## config.mk

```make
export PLATFORM = sky130hd
export DESIGN_NAME = or_reduce_pipe_flat
export DESIGN_NICKNAME = d
export VERILOG_FILES = /design/src/rtl/or_reduce_pipe_pkg.sv /design/src/rtl/or_reduce_pipe_if.sv /design/src/rtl/or_reduce_pipe_or_tree_slice.sv /design/src/rtl/or_reduce_pipe.sv /design/src/flat_wrapper.sv
export SDC_FILE = /design/constraint.sdc
export NUM_CORES = 1
export LEC_CHECK = 0
export ABC_AREA = 0
export BUFFER_PORTS_ARGS = -buffer_cell sky130_fd_sc_hd__buf_2
export CORE_AREA = 2 2 39 41
export DETAILED_ROUTE_END_ITERATION = 16
export DIE_AREA = 0 0 41 43
export MAX_ROUTING_LAYER = met4
export PLACE_DENSITY = 0.66
export SETUP_SLACK_MARGIN = 0.15
export SKIP_LAST_GASP = 1
export SLEW_MARGIN = 30
export SYNTH_ARGS = -nofsm -noshare
export SYNTH_HDL_FRONTEND = slang
export SYNTH_SLANG_ARGS = --single-unit
```

## constraint.sdc

```tcl
create_clock -name clk -period 1.4 [get_ports clk]
set_input_delay 0.07 -clock clk [delete_from_list [all_inputs] [get_ports clk]]
set_output_delay 0.07 -clock clk [all_outputs]
set_load 0.05 [all_outputs]
```

## src/rtl/or_reduce_pipe_pkg.sv

```systemverilog
// Shared constant helpers for the pipelined OR reduction: tree depth,
// stage count, and per-stage word widths.
package or_reduce_pipe_pkg;

   function automatic int clog2(input int v);
      for (int r = 0; r < 31; r++)
         if ((1 << r) >= v) return r;
      return 31;
   endfunction

   // Stage count, never below one so the output is always registered.
   function automatic int n2t_stages(input int levels, input int per_stage);
      int s;
      s = (levels + per_stage - 1) / per_stage;
      return (s < 1) ? 1 : s;
   endfunction

   function automatic int ceil_shr(input int w, input int n);
      return (w + (1 << n) - 1) >> n;
   endfunction

   function automatic int stage_lv(input int per_stage, input int levels, input int k);
      int rem;
      rem = levels - k * per_stage;
      if (rem <= 0) return 0;
      return (rem < per_stage) ? rem : per_stage;
   endfunction

   // Word width entering stage k (k = stage count gives the final width).
   function automatic int stage_w(input int width, input int per_stage, input int levels,
                                  input int k);
      int done;
      done = k * per_stage;
      if (done > levels) done = levels;
      return ceil_shr(width, done);
   endfunction

endpackage

```

## src/rtl/or_reduce_pipe_if.sv

```systemverilog
// Beat-in / flag-out bus for or_reduce_pipe.
interface or_reduce_pipe_if #(
   parameter int WIDTH = 16
) ();
   logic             in_valid;
   logic             in_ready;
   logic [WIDTH-1:0] in_data;
   logic             in_acc;
   logic             clear;
   logic             out_valid;
   logic             out_ready;
   logic             out_bit;
   logic             acc_bit;

   modport master (
      output in_valid, in_data, in_acc, clear, out_ready,
      input  in_ready, out_valid, out_bit, acc_bit
   );

   modport slave (
      input  in_valid, in_data, in_acc, clear, out_ready,
      output in_ready, out_valid, out_bit, acc_bit
   );
endinterface

```

## src/rtl/or_reduce_pipe_or_tree_slice.sv

```systemverilog
// Combinational slice of the OR tree: LEVELS pairwise levels built from
// or_gate cells; an odd leftover bit passes straight to the next level.
module or_gate (
   input  logic a,
   input  logic b,
   output logic y
);
   assign y = a | b;
endmodule

module or_tree_slice
   import or_reduce_pipe_pkg::*;
#(
   parameter int IN_W   = 4,
   parameter int LEVELS = 1
) (
   input  logic [IN_W-1:0]                   in_bits,
   output logic [ceil_shr(IN_W, LEVELS)-1:0] out_bits
);
   for (genvar j = 0; j <= LEVELS; j++) begin : g_lvl
      localparam int W = ceil_shr(IN_W, j);
      logic [W-1:0] n;
      if (j == 0) begin : g_src
         assign n = in_bits;
      end else begin : g_red
         localparam int PW = ceil_shr(IN_W, j - 1);
         for (genvar i = 0; i < W; i++) begin : g_bit
            if (2 * i + 1 < PW) begin : g_pair
               or_gate u_or (.a(g_lvl[j-1].n[2*i]), .b(g_lvl[j-1].n[2*i+1]), .y(n[i]));
            end else begin : g_pass
               assign n[i] = g_lvl[j-1].n[2*i];
            end
         end
      end
   end

   assign out_bits = g_lvl[LEVELS].n;
endmodule

```

## src/rtl/or_reduce_pipe.sv

```systemverilog
// Pipelined WIDTH-input OR/NOR reduction with a global-stall valid/ready
// pipe and a sticky "any tagged bit ever set" accumulator.
module or_reduce_pipe
   import or_reduce_pipe_pkg::*;
#(
   parameter int WIDTH        = 16,
   parameter int STAGE_LEVELS = 2,
   parameter bit INVERT       = 1'b0
) (
   input logic             clk,
   input logic             rst_n,
   or_reduce_pipe_if.slave bus
);
   localparam int LEVELS = clog2(WIDTH);
   localparam int L      = n2t_stages(LEVELS, STAGE_LEVELS);

   logic         run_q;
   logic         adv, accept, hs, raw, acc_q;
   logic [L:1]   vld_pipe, tag_pipe;

   assign adv    = ~vld_pipe[L] | bus.out_ready;
   assign accept = bus.in_valid & bus.in_ready;
   assign hs     = vld_pipe[L] & bus.out_ready;

   // in_ready stays low until the first edge after reset release.
   always_ff @(posedge clk or negedge rst_n)
      if (!rst_n) run_q <= 1'b0;
      else        run_q <= 1'b1;

   always_ff @(posedge clk or negedge rst_n)
      if (!rst_n) begin
         vld_pipe <= '0;
         tag_pipe <= '0;
      end else if (adv) begin
         vld_pipe <= L'({vld_pipe, accept});
         tag_pipe <= L'({tag_pipe, accept & bus.in_acc});
      end

   for (genvar k = 0; k < L; k++) begin : g_stage
      localparam int IW = stage_w(WIDTH, STAGE_LEVELS, LEVELS, k);
      localparam int OW = stage_w(WIDTH, STAGE_LEVELS, LEVELS, k + 1);
      localparam int LV = stage_lv(STAGE_LEVELS, LEVELS, k);
      logic [IW-1:0] d;
      logic [OW-1:0] r, q;
      if (k == 0) begin : g_head
         // Bubbles enter as zero so idle in_data never reaches state.
         assign d = accept ? bus.in_data : '0;
      end else begin : g_body
         assign d = g_stage[k-1].q;
      end
      or_tree_slice #(.IN_W(IW), .LEVELS(LV)) u_slice (.in_bits(d), .out_bits(r));
      always_ff @(posedge clk or negedge rst_n)
         if (!rst_n)   q <= '0;
         else if (adv) q <= r;
   end

   assign raw = g_stage[L-1].q[0];

   // clear beats the old value but the departing tagged beat still counts.
   always_ff @(posedge clk or negedge rst_n)
      if (!rst_n)                  acc_q <= 1'b0;
      else if (bus.clear)          acc_q <= hs & tag_pipe[L] & raw;
      else if (hs & tag_pipe[L])   acc_q <= acc_q | raw;

   assign bus.in_ready  = run_q & adv;
   assign bus.out_valid = vld_pipe[L];
   assign bus.out_bit   = vld_pipe[L] & (raw ^ INVERT);
   assign bus.acc_bit   = acc_q;
endmodule
```

## src/flat_wrapper.sv

```systemverilog
// flat-port wrapper written by rule: the top's interface ports become plain ports
module or_reduce_pipe_flat import or_reduce_pipe_pkg::*;
#(
   parameter int WIDTH        = 16,
   parameter int STAGE_LEVELS = 2,
   parameter bit INVERT       = 1'b0
)
  (clk, rst_n, bus_in_valid, bus_in_data, bus_in_acc, bus_clear, bus_out_ready, bus_in_ready, bus_out_valid, bus_out_bit, bus_acc_bit);
  or_reduce_pipe_if #(.WIDTH(WIDTH)) bus_i ();
  input logic clk;
  input logic rst_n;
  input wire logic [$bits(bus_i.in_valid)-1:0] bus_in_valid;
  input wire logic [$bits(bus_i.in_data)-1:0] bus_in_data;
  input wire logic [$bits(bus_i.in_acc)-1:0] bus_in_acc;
  input wire logic [$bits(bus_i.clear)-1:0] bus_clear;
  input wire logic [$bits(bus_i.out_ready)-1:0] bus_out_ready;
  output wire logic [$bits(bus_i.in_ready)-1:0] bus_in_ready;
  output wire logic [$bits(bus_i.out_valid)-1:0] bus_out_valid;
  output wire logic [$bits(bus_i.out_bit)-1:0] bus_out_bit;
  output wire logic [$bits(bus_i.acc_bit)-1:0] bus_acc_bit;
  assign bus_i.in_valid = bus_in_valid;
  assign bus_i.in_data = bus_in_data;
  assign bus_i.in_acc = bus_in_acc;
  assign bus_i.clear = bus_clear;
  assign bus_i.out_ready = bus_out_ready;
  assign bus_in_ready = bus_i.in_ready;
  assign bus_out_valid = bus_i.out_valid;
  assign bus_out_bit = bus_i.out_bit;
  assign bus_acc_bit = bus_i.acc_bit;
  or_reduce_pipe #(.WIDTH(WIDTH), .STAGE_LEVELS(STAGE_LEVELS), .INVERT(INVERT)) u_core (.clk(clk), .rst_n(rst_n), .bus(bus_i));
endmodule
```

* After elaboration in Yosys (flattened, before gate mapping) *
Cells that the tools add are included.

word-level totals
  memories kept = 0
  memory bits (read-only) = 0
  flip-flop bits (word level) = 11
  RAM bits = 0
  bits in latches = 0
  input bits = 22
  output and inout bits = 4
  logic and storage cells = 35

operators by class
  equal/unequal tests = 0
  order comparisons = 0
  divide/modulo/power cells = 0
  add/sub/neg operators = 0
  mux-type cells = 3
  multiply operators = 0
  bitwise gates (word level) = 25
  reductions and logical operators = 1
  shifts and indexed selects = 0

operator list
  kind                count
  OR 1 bit            17
  two-way mux 16 bit  1
  bitwise AND 1 bit   7
  two-way mux 1 bit   2
  nonzero test 2 bit  1
  NOT 1 bit           1

* Logic depth before layout (Yosys ltp) *
  word-level depth = 7
  gate-level depth with buffers = 3
  mapped depth without buffers = 2

* Hierarchy *
Synthesis repeated with hierarchy kept, for this count alone.

unflattened totals
  cell total of the unflattened synthesis = 65
  area total of the unflattened synthesis = 754.5 µm²

modules (own cells, without submodules)
  module          area each (µm²)  cells each  seq. area each (µm²)  instances
  or_reduce_pipe  660.6            50          275.3                 1
  or_gate         6.3              1           0.0                   15

* Least setup slack after synthesis *
Ideal clock, no wire load.

  path kind = reg-to-output
  start = reg u_core.vld_pipe[2] (netlist name)
  end = out bus_in_ready
  buffers on the path = 1
  data required time = 1.330 ns
  cell stages (with the launch flop) = 4
  path slack = -0.353 ns
  arrival = 1.683 ns
  cells stage by stage = dfrtp_1 -> nor2b_1 -> buf_2 -> nor2b_1

between the ends
  word-level cells in the longest chain between the ends = 3

ends and longest elaborated chain
  element                 line                  text
  from (decl)             or_reduce_pipe.sv:19  logic [L:1] vld_pipe, tag_pipe;
  from (signal assigned)  or_reduce_pipe.sv:35  vld_pipe <= L'({vld_pipe, accept});
  NOT 1 bit               or_reduce_pipe.sv:21  assign adv = ~vld_pipe[L] | bus.out_ready;
  OR 1 bit                or_reduce_pipe.sv:21
  bitwise AND 1 bit       or_reduce_pipe.sv:65  assign bus.in_ready = run_q & adv;
  to (decl)               flat_wrapper.sv:17    output wire logic [$bits(bus_i.in_ready)-1:0] bus_in_ready;

No other way between the ends.

* Worst setup path after layout *
  start = reg u_core.g_stage[0].q[0]
  end = reg u_core.g_stage[1].q

between the ends
  word-level cells in the longest chain between the ends = 2

ends and longest elaborated chain
  element                 line                               text
  from (decl)             or_reduce_pipe.sv:44               logic [OW-1:0] r, q;
  from (signal assigned)  or_reduce_pipe.sv:54               else if (adv) q <= r;
  OR 1 bit (2 in a row)   or_reduce_pipe_or_tree_slice.sv:8  assign y = a | b;
  to (signal assigned)    or_reduce_pipe.sv:54
  to (decl)               or_reduce_pipe.sv:44

No other way between the ends.
A chain may end at the register's enable or synchronous reset.

==> report_table.html <==
<table>
<tr><th>Metric</th><th>Value</th></tr>
<tr><th colspan="2">Worst setup path</th></tr>
<tr><td>Data required time at the worst endpoint</td><td>1.55 ns</td></tr>
<tr><td>Kind of critical path</td><td>flip-flop to flip-flop</td></tr>
<tr><td>Capture instance of the worst register-to-register path</td><td>u_core.g_stage[1].q$_DFFE_PN0N_</td></tr>
<tr><td>Maximum fanout along the worst path</td><td>2</td></tr>
<tr><td>Setup slack of the most critical reg-to-reg path</td><td>0.12 ns</td></tr>
<tr><td>Highest cell delay on the worst timing path</td><td>0.51 ns</td></tr>
<tr><td>CP startpoint kind</td><td>flip-flop</td></tr>
<tr><td>Worst reg-to-reg path cell count</td><td>2</td></tr>
<tr><td>Launching point of the worst reg2reg path</td><td>u_core.g_stage[0].q[0]$_DFFE_PN0N_</td></tr>
<tr><td>Category of the worst setup path capture point</td><td>flip-flop</td></tr>
<tr><td>Critical path data arrival time</td><td>1.43 ns</td></tr>
<tr><td>Highest-delay cell along the critical path</td><td>or4_1</td></tr>
<tr><td>Worst path cell trace</td><td>or4_1 -&gt; mux2_2</td></tr>
<tr><th colspan="2">Global routing</th></tr>
<tr><td>GR Util met2</td><td>0.2406</td></tr>
<tr><td>Pin count of the biggest net entering global routing</td><td>12</td></tr>
<tr><td>Overall routing resource usage</td><td>0.1533</td></tr>
<tr><td>First-pass GRT wire length</td><td>1766 um</td></tr>
<tr><td>Via count of the first global-routing pass</td><td>451</td></tr>
<tr><td>Initial antenna violation count</td><td>0</td></tr>
<tr><td>GR Util met1</td><td>0.1644</td></tr>
<tr><td>Layer with the highest usage after global routing</td><td>met2</td></tr>
<tr><td>GRT overflow</td><td>0</td></tr>
<tr><td>Met3 GRT Util</td><td>0.03141</td></tr>
<tr><th colspan="2">STA</th></tr>
<tr><td>Peak clock frequency supported by timing</td><td>slightly below 800 MHz</td></tr>
<tr><td>RSZ-0062 raised after global routing</td><td>true</td></tr>
<tr><td>Final hold slack</td><td>0.06335 ns</td></tr>
<tr><td>Minimum clock period after layout</td><td>1.276 ns</td></tr>
<tr><td>Tcrit/Tclk final</td><td>0.9112</td></tr>
<tr><td>Setup TNS</td><td>0 ns</td></tr>
<tr><td>Clock skew after layout</td><td>0.001280 ns</td></tr>
<tr><td>Finish-stage setup viols</td><td>0</td></tr>
<tr><td>Number of hold-slack violations in the final timing report</td><td>0</td></tr>
<tr><td>Pins over their slew limit</td><td>0</td></tr>
<tr><th colspan="2">Run status</th></tr>
<tr><td>Run status</td><td>finished clean</td></tr>
<tr><th colspan="2">Floorplan</th></tr>
<tr><td>Die height</td><td>43 um</td></tr>
<tr><td>Ports placed on the boundary</td><td>26</td></tr>
<tr><td>Initial core utilization</td><td>0.3409</td></tr>
<tr><td>Die footprint</td><td>1763 um2</td></tr>
<tr><td>Die Width</td><td>41 um</td></tr>
<tr><td>Number of rows in the core area</td><td>14</td></tr>
<tr><td>Core footprint</td><td>1384 um2</td></tr>
<tr><th colspan="2">Routing</th></tr>
<tr><td>Number of antenna-violating nets in the routed design</td><td>0</td></tr>
<tr><td>First drt pass iteration count</td><td>3</td></tr>
<tr><td>Vias per inst</td><td>4.989</td></tr>
<tr><td>Drc violations</td><td>0</td></tr>
<tr><td>Routed Wire Length</td><td>roughly 1100 um</td></tr>
<tr><td>Total via count after detailed routing</td><td>449</td></tr>
<tr><td>Violation count after the first detailed-route iteration</td><td>2</td></tr>
<tr><td>Average wire length per cell after detail routing</td><td>11.76 um</td></tr>
<tr><th colspan="2">Cells and area</th></tr>
<tr><td>Post-route design area</td><td>720.7 um2</td></tr>
<tr><td>Post-route non-filler standard cell count</td><td>90</td></tr>
<tr><td>Proportion of layout cells with a drive suffix above 1</td><td>0.5541</td></tr>
<tr><td>Number of nets in the layout</td><td>97</td></tr>
<tr><td>Synth-to-layout area growth</td><td>52.79%</td></tr>
<tr><td>Number of antenna repair diodes</td><td>0</td></tr>
<tr><th colspan="2">Synthesis</th></tr>
<tr><td>Number of nets in the synthesized netlist</td><td>62</td></tr>
<tr><td>#FFs+latches synth</td><td>11</td></tr>
<tr><td>Netlist cell types</td><td>16</td></tr>
<tr><td>Mapped Avg Cell Area</td><td>11.79 um2</td></tr>
<tr><td>Sequential element share of the synthesized area</td><td>0.5836</td></tr>
<tr><td>Cell count after synthesis</td><td>40</td></tr>
<tr><td>Post-Syn Area</td><td>471.7 um2</td></tr>
<tr><td>Yosys warning total</td><td>0</td></tr>
<tr><th colspan="2">Power</th></tr>
<tr><td>Reported leakage power</td><td>0.0003593 uW</td></tr>
<tr><td>Power per cell area</td><td>1085 nW/um2</td></tr>
<tr><td>VDD IR max</td><td>approximately 0.45 mV</td></tr>
<tr><th colspan="2">Clock tree</th></tr>
<tr><td>CTS Buf Count</td><td>3</td></tr>
<tr><td>Clock root cell</td><td>clkbuf_4</td></tr>
<tr><td>Clock-pin slew on the worst setup and hold paths</td><td>0.07 ns</td></tr>
<tr><td>Clock sinks</td><td>11</td></tr>
<tr><td>Maximum number of buffers from clock root to sink</td><td>2</td></tr>
<tr><td>Number of levels in the clock H-tree</td><td>1</td></tr>
<tr><td>Insertion delay of the later-clocked pin in the worst-skew pair</td><td>0.26 ns</td></tr>
<tr><td>CTS tree</td><td>yes</td></tr>
<tr><th colspan="2">Worst hold path</th></tr>
<tr><td>Worst Hold Depth</td><td>3</td></tr>
<tr><td>End point of the most critical hold path</td><td>u_core.tag_pipe[1]$_DFFE_PN0N_</td></tr>
<tr><td>Class of the most critical hold timing path</td><td>input port to flip-flop</td></tr>
<tr><td>Worst hold path startpoint</td><td>bus_in_valid</td></tr>
<tr><th colspan="2">Place</th></tr>
<tr><td>Number of I/O port buffers</td><td>25</td></tr>
<tr><td>Hpwl dp</td><td>784.2 um</td></tr>
<tr><td>Total placed instance area</td><td>around 640 um2</td></tr>
<tr><td>Final Wtd Congestion</td><td>0.6744</td></tr>
<tr><td>Number of cells in the design after placement</td><td>83</td></tr>
<tr><th colspan="2">Flow run</th></tr>
<tr><td>Maximum Capacitance Violations</td><td>0</td></tr>
</table>
==> how the worst max path moves through the flow <==
stage | slack, ns | endpoint | cells after the start | startpoint
global route | 0.09 | bus_in_ready | 4 | u_core.vld_pipe[2]$_DFFE_PN0N_
floorplan | 0.07 | u_core.g_stage[1].q$_DFFE_PN0N_ | 3 | u_core.vld_pipe[2]$_DFFE_PN0N_
global placement | 0.17 | u_core.g_stage[1].q$_DFFE_PN0N_ | 2 | u_core.g_stage[0].q[1]$_DFFE_PN0N_
CTS | 0.12 | u_core.g_stage[1].q$_DFFE_PN0N_ | 2 | u_core.g_stage[0].q[1]$_DFFE_PN0N_
finish | 0.12 | u_core.g_stage[1].q$_DFFE_PN0N_ | 2 | u_core.g_stage[0].q[0]$_DFFE_PN0N_
detailed placement | 0.13 | u_core.g_stage[1].q$_DFFE_PN0N_ | 2 | u_core.g_stage[0].q[1]$_DFFE_PN0N_
==> registers in the layout, summed over array words and instances, names as in the netlist <==
| register | flops |
|---|---|
| u_core.tag_pipe | 2 |
| u_core.g_stage.q | 5 |
| u_core.vld_pipe | 2 |
| u_core.run_q | 1 |
| u_core.bus.acc_bit | 1 |
==> kinds of logic after synthesis <==
family / after synthesis / synth area share
simple gates: 17 / 0.2361
flops: 11 / 0.5835
compound gates: 7 / 0.1061
mux: 2 / 0.04774
buf+inv: 2 / 0.01855
other cells: 1 / 0.007950
==> metrics by stage <==
stage,util,total power [uW],setup slack [ns]
floorplan,-,475.0,0.07182
global placement,0.4656,543.4,0.1657
detailed placement,0.4656,549.4,0.1318
CTS,0.5154,786.0,0.1240
global route,0.5208,828.0,0.08849
finish,0.5208,782.1,0.1243
==> synth_stat cells <==
cell type  number  area share
dfrtp_1        11        0.58
nand3b_1        6       0.095
nor4_1          4       0.053
o31ai_1         4       0.064
mux2_2          2       0.048
nor2b_1         2       0.027
o21ai_0         2       0.021
a32o_1          1       0.021
and2_1          1       0.013
buf_2           1       0.011
conb_1          1      0.0079
inv_1           1      0.0079
nand2_1         1      0.0079
nand3_1         1       0.011
or2_2           1       0.013
or4_1           1       0.016
==> area by class of cell <==
type	instances	area (um2)
fillers	138	663.1
multi-input cells	27	203.9
clock inverters	1	5.005
inverters	1	3.754
well taps	16	20.02
clock buffers	3	22.52
flip-flops and latches	11	276.5
repair buffers	31	188.9
==> cell usage in the layout (no fill, tap or decap), types with 2 or more instances in the layout <==
master | Yosys | final
buf_2 | 1 | 23
dfrtp_1 | 11 | 10
nand3b_1 | 6 | 6
nor4_1 | 4 | 4
o31ai_1 | 4 | 4
buf_4 | 0 | 4
clkbuf_4 | 0 | 3
buf_6 | 0 | 3
nor2b_4 | 0 | 2
o21ai_0 | 2 | 2
mux2_2 | 2 | 2
==> per-layer routing <==
layer	wire, um	share of wire
met1	442	0.42
met2	526	0.50
met3	59	0.056
met4	29	0.027
met5	0	0
==> report_power, final <==
group | switching (uW) | total [uW] | internal, uW | leakage [uW]
clock network | 106 | 211 | 106 | 0.0000177
logic | 108 | 205 | 96.9 | 0.000202
registers | 16.4 | 365 | 349 | 0.000139
total | 231 | 782 | 552 | 0.000359
==> critical path: cells and delay by family, from the launching register on <==
kind | cells | cell delay (ns)
simple gates | 1 | 0.51
flops | 1 | 0.38
mux | 1 | 0.27
==> repair_timing <==
item | in CTS | in global routing
pin swaps | 0 | 1
cloned | 0 | 0
hold buffers | 1 | 0
buffers inserted | 1 | 1
hold endpoints to repair | 11 | 0
endpoints found under the setup margin | 3 | 3
gates resized for setup | 7 | 0
No activity file was read; power rests on OpenSTA's default activity.
